[config.mk]
export PLATFORM = sky130hd
export DESIGN_NAME = argmax_topk_stream
export DESIGN_NICKNAME = d
export VERILOG_FILES = /design/src/rtl/argmax_topk_stream.sv
export SDC_FILE = /design/constraint.sdc
export NUM_CORES = 1
export LEC_CHECK = 0
export CORE_ASPECT_RATIO = 1.2
export CORE_UTILIZATION = 54
export CTS_CLUSTER_SIZE = 12
export DETAILED_ROUTE_END_ITERATION = 12
export PLACE_DENSITY = 0.78
export SYNTH_ARGS = -nofsm -noshare
export SYNTH_HDL_FRONTEND = slang
export SYNTH_SLANG_ARGS = --single-unit
[constraint.sdc]
create_clock -name clk -period 10.38 [get_ports clk]
set_input_delay 2.076 -clock clk [delete_from_list [all_inputs] [get_ports clk]]
set_output_delay 2.076 -clock clk [all_outputs]
set_load 0.02 [all_outputs]
[src/rtl/argmax_topk_stream.sv]
// Streaming top-1/top-2 finder over a frame of signed logits; reports winner, runner-up and margin.
// Result valid 1 clock after the last accepted beat; in_ready drops while a result waits for out_ready.
module argmax_topk_stream #(
    parameter int N_CLASSES = 10,
    parameter int DATA_W    = 54,
    parameter int LANES     = 2
) (
    input  logic                          clk,
    input  logic                          rst_n,
    input  logic                          in_valid,
    output logic                          in_ready,
    input  logic [LANES*DATA_W-1:0]       data_in,
    input  logic                          in_last,
    output logic                          out_valid,
    input  logic                          out_ready,
    output logic [$clog2(N_CLASSES)-1:0]  max_index,
    output logic signed [DATA_W-1:0]      max_value,
    output logic [$clog2(N_CLASSES)-1:0]  second_index,
    output logic [DATA_W:0]               margin,
    output logic                          len_err
);

    localparam int BEATS = N_CLASSES / LANES;
    localparam int IDX_W = $clog2(N_CLASSES);
    localparam int CNT_W = $clog2(BEATS + 1);

    localparam logic [1:0] S_IDLE  = 2'd0;
    localparam logic [1:0] S_ACCUM = 2'd1;
    localparam logic [1:0] S_HOLD  = 2'd2;

    logic [1:0]               r_state;
    logic [CNT_W-1:0]         r_cnt;
    logic signed [DATA_W-1:0] r_v1;
    logic signed [DATA_W-1:0] r_v2;
    logic [IDX_W-1:0]         r_i1;
    logic [IDX_W-1:0]         r_i2;
    logic                     r_have2;
    logic [IDX_W-1:0]         r_sec;
    logic [DATA_W:0]          r_margin;
    logic                     r_len_err;

    logic                     w_xfer;
    logic                     w_start;
    logic                     w_have1;
    logic                     w_have2;
    logic signed [DATA_W-1:0] w_v1;
    logic signed [DATA_W-1:0] w_v2;
    logic [IDX_W-1:0]         w_i1;
    logic [IDX_W-1:0]         w_i2;
    logic signed [DATA_W-1:0] w_lane;
    logic [IDX_W-1:0]         w_idx;
    logic [CNT_W-1:0]         w_cnt_nxt;
    logic                     w_at_full;
    logic                     w_end;
    logic                     w_len_err;
    logic [IDX_W-1:0]         w_fin_i2;
    logic signed [DATA_W-1:0] w_fin_v2;
    logic [DATA_W:0]          w_margin;

    assign w_xfer = in_valid & in_ready;

    // Lanes are visited in ascending class order, so a strict '>' keeps the lower index on ties.
    always_comb begin
        w_start = (r_state == S_IDLE);
        w_have1 = ~w_start;
        w_have2 = w_start ? 1'b0 : r_have2;
        w_v1    = r_v1;
        w_v2    = r_v2;
        w_i1    = r_i1;
        w_i2    = r_i2;
        w_lane  = '0;
        w_idx   = '0;
        for (int k = 0; k < LANES; k++) begin
            w_lane = $signed(data_in[k*DATA_W +: DATA_W]);
            w_idx  = IDX_W'(r_cnt) * IDX_W'(LANES) + IDX_W'(k);
            if (!w_have1 || (w_lane > w_v1)) begin
                w_v2    = w_v1;
                w_i2    = w_i1;
                w_have2 = w_have1;
                w_v1    = w_lane;
                w_i1    = w_idx;
                w_have1 = 1'b1;
            end else if (!w_have2 || (w_lane > w_v2)) begin
                w_v2    = w_lane;
                w_i2    = w_idx;
                w_have2 = 1'b1;
            end
        end
    end

    assign w_cnt_nxt = r_cnt + CNT_W'(1);
    assign w_at_full = (w_cnt_nxt == CNT_W'(BEATS));
    assign w_end     = in_last | w_at_full;
    assign w_len_err = ~(in_last & w_at_full);

    // A frame with a single logit has no runner-up: report the winner against itself.
    assign w_fin_i2 = w_have2 ? w_i2 : w_i1;
    assign w_fin_v2 = w_have2 ? w_v2 : w_v1;
    assign w_margin = {w_v1[DATA_W-1], w_v1} - {w_fin_v2[DATA_W-1], w_fin_v2};

    always_ff @(posedge clk or negedge rst_n) begin
        if (!rst_n) begin
            r_state   <= S_IDLE;
            r_cnt     <= '0;
            r_v1      <= '0;
            r_v2      <= '0;
            r_i1      <= '0;
            r_i2      <= '0;
            r_have2   <= 1'b0;
            r_sec     <= '0;
            r_margin  <= '0;
            r_len_err <= 1'b0;
        end else begin
            case (r_state)
                S_IDLE, S_ACCUM: begin
                    if (w_xfer) begin
                        r_v1    <= w_v1;
                        r_v2    <= w_v2;
                        r_i1    <= w_i1;
                        r_i2    <= w_i2;
                        r_have2 <= w_have2;
                        r_cnt   <= w_cnt_nxt;
                        if (w_end) begin
                            r_state   <= S_HOLD;
                            r_sec     <= w_fin_i2;
                            r_margin  <= w_margin;
                            r_len_err <= w_len_err;
                        end else begin
                            r_state <= S_ACCUM;
                        end
                    end
                end
                S_HOLD: begin
                    if (out_ready) begin
                        r_state <= S_IDLE;
                        r_cnt   <= '0;
                    end
                end
                default: r_state <= S_IDLE;
            endcase
        end
    end

    assign in_ready     = rst_n & (r_state != S_HOLD);
    assign out_valid    = (r_state == S_HOLD);
    assign max_index    = r_i1;
    assign max_value    = r_v1;
    assign second_index = r_sec;
    assign margin       = r_margin;
    assign len_err      = r_len_err;

endmodule

==> results.py, run 1 <==
metrics = {
    "sta": {
        "fin_crit_sh": 0.987,
        "fin_tns_setup_ns": 0,
        "fmax_mhz": 97.6,
        "setup_slack_ns": 0.139,
        "slew_violations": 0,
        "finalSetupViolations": 0,
        "slew-limit-headroom": 0.288,
        "final-hold-violation-count": 0,
        "fin_skew_ns": 0.0193,
        "fin_crit_ns": 10.24,
        "tightest_slew_ns": 1.07,
    },
    "setup_path": {
        "cp.buffers_inverters": 11,
        "critPathLaunchType": "input pin",
        "cp_top_family": "compound AO/OA/AOI/OAI gates",
        "worstSetupPathType": "input pin to register",
        "crit_top_cell": "buf_4",
        "cp_max_fo": 12,
        "cpPeakStageDelay_ns": 0.55,
        "cp_slowest_cell": "clkdlybuf4s50_1",
        "cp.required_ns": 10.76,
        "cp_data_arrival_time_ns": 10.62,
        "r2r_setup_slack_ns": 1.68,
        "end_kind": "register",
    },
    "global_routing": {
        "grt_use_total": 0.434,
        "grt_pass1_vias": 21600,
        "grt_antenna_before_repair": 1,
        "grt_overflow": 0,
        "grt_pass1_wl_mm": 122,
        "grt_max_degree": 92,
    },
    "run_status": {
        "status": "complete, no violations",
    },
    "placement": {
        "dpl.hpwl_mm": 62.8,
        "port_buffers": 232,
        "place.gp.congestion": 1.08,
        "dp_cells": 3463,
        "dpl_worst_slack_ns": -0.836,
    },
    "yosys": {
        "ys_seq_area_frac": 0.236,
        "ys_top_cells_by_area": "dfrtp_1 (24%), ha_1 (18%), a21oi_1 (8.1%)",
        "ys_ff_latch": 182,
        "synth_fp_nets": 2710,
        "yosysTopAreaCellShare": 0.236,
        "syn_avg_cell_area_um2": 8.31,
        "ys_warn_count": 0,
        "netlist_instances": 2324,
        "synth-main-ff-cell": "dfrtp_1",
        "synth_edf_count": 0,
        "yosys.cell_types.count": 81,
        "ys_async_sr_fraction": 1.00,
        "synth_area_mm2": 0.0193,
        "yosys.area.top_type": "dfrtp_1",
    },
    "cells_and_area": {
        "final-instance-count-excl-fill": 3506,
        "layout_commonest_cell": "buf_4",
        "layout-drive-gt1-share": 0.260,
        "diodes": 0,
        "area_growth_pct": 40.6,
        "fin_nets": 3417,
        "final_cell_mix": "buf_4 (552), a21oi_1 (307), ha_1 (271), clkdlybuf4s50_1 (227), nand2_1 (198)",
        "fillers": 2526,
    },
    "die": {
        "fp.dieW_um": 175,
        "rows": 75,
        "io_pins": 233,
        "coreArea_mm2": 0.0351,
        "dieArea_mm2": 0.0365,
        "start_util": 0.550,
        "die_h_um": 209,
    },
    "route": {
        "drt_pass1_iterations": 8,
        "vias_per_cell": 6.42,
        "wl_per_cell_um": 23.3,
        "first_iter_violations": 2555,
        "remaining_drc_errors": 0,
        "drt_wl_total_mm": 81.5,
        "vias": 22500,
        "ant_nets": 0,
    },
    "cts": {
        "path_clk_slew_ns": 0.08,
        "cts_tree": "yes",
        "clk_path_buf_depth": 2,
        "cts_buffers": 17,
        "clkLatencyLatePin_ns": 0.49,
        "clock_sinks": 182,
        "cts_root_buf": "clkbuf_16",
        "cts_hold_buf": 0,
        "htreeDepth": 4,
    },
    "worst_hold_path": {
        "hp-class": "register to register",
    },
    "job": {
        "cap_violations": 0,
    },
}
## through the flow
step | hold slack, ns | util | area, µm²
3_5_place_dp | 0.466 | 0.743 | 26100
5_1_grt | 0.511 | 0.774 | 27200
2_1_floorplan | 0.444 | - | 19300
6_report | 0.483 | 0.774 | 27200
4_1_cts | 0.487 | 0.761 | 26700
3_3_place_gp | 0.456 | 0.743 | 26100
## synthesized netlist by cell type (all sizes together), types with 4 or more instances
library cell / count
a2111oi: 4
a211o: 8
a211oi: 21
a21boi: 9
a21o: 52
a21oi: 324
a221o: 7
a221oi: 12
a31o: 5
a31oi: 11
and2: 10
and3: 15
and4: 13
buf: 57
clkbuf: 59
dfrtp: 182
ha: 272
inv: 140
mux2: 59
mux2i: 108
nand2: 201
nand2b: 16
nand3: 47
nand3b: 5
nand4: 48
nor2: 175
nor2b: 8
nor3: 19
nor3b: 6
nor4: 6
o211a: 4
o211ai: 19
o21a: 12
o21ai: 114
o21bai: 6
o22ai: 45
o31ai: 17
o41ai: 60
or2: 9
or3: 59
or4: 14
xnor2: 19
xor2: 15
## final cells by class
cell class	count	area, µm²	area share
multi-input combinational	1886	14000	0.516
timing repair buffer	804	6860	0.252
sequential	182	4550	0.168
tap	462	578	0.0213
inverter	140	526	0.0194
clock buffer	17	425	0.0157
clock inverter	15	201	0.00742
## per-layer routing
metal	GRT usage	share of wire
met5	0	0.00021
met4	0.200	0.045
met3	0.0848	0.11
met2	0.695	0.45
met1	0.564	0.39
## worst reg2reg max path, delay by kind of cell (launching register included)
| kind | cells | cell delay (ns) |
|---|---|---|
| fa+ha+maj | 3 | 1.02 |
| mux | 1 | 0.35 |
| flops | 1 | 0.52 |
| buf+inv | 9 | 1.39 |
| compound gates | 20 | 4.49 |
| simple gates | 4 | 0.84 |
## timing repair
item,4_1_cts,5_1_grt
setup buffers,0,8
gates resized for setup,7,74
setup endpoints to repair,19,41
hold endpoints to repair,0,0
gates cloned,0,3
pin swaps,0,19
## final timing paths
kind,endpoint,cells after the start,startpoint
min reg2reg,margin[17],2,margin[17]
max reg2reg,margin[47],37,max_value[33]
max in group asynchronous,margin[3],3,rst_n
min,margin[17],2,margin[17]
min in group asynchronous,r_v2[6],1,rst_n
max,margin[47],39,data_in[49]
## sequential cells by signal, summed over array words and instances (netlist names)
name / count
margin: 55
r_cnt: 3
second_index: 4
r_v2: 54
r_state: 2
r_i2: 4
r_have2: 1
max_value: 54
len_err: 1
max_index: 4
## kinds of logic after synthesis
group | count (synthesis) | share of synthesized area
AO/OA/AOI/OAI | 755 | 0.258
AND/OR/NAND/NOR | 657 | 0.165
adder cells (fa/ha/maj) | 273 | 0.177
multiplexers | 167 | 0.0906
XOR/XNOR | 34 | 0.0154
buffers and inverters | 256 | 0.0579
flip-flops | 182 | 0.236
Power of run 1 is left out: the tool's default activity adds up to more than one toggle a clock period on the data nets, which glitch-free logic cannot reach.
==> inputs of run 2 (changes only) <==
- CAP_MARGIN: unset -> 20
==> results of run 2 <==
Same layout as run 1: the final DEF is identical, and so are final timing and power.
Power of run 2 is left out for the same reason.
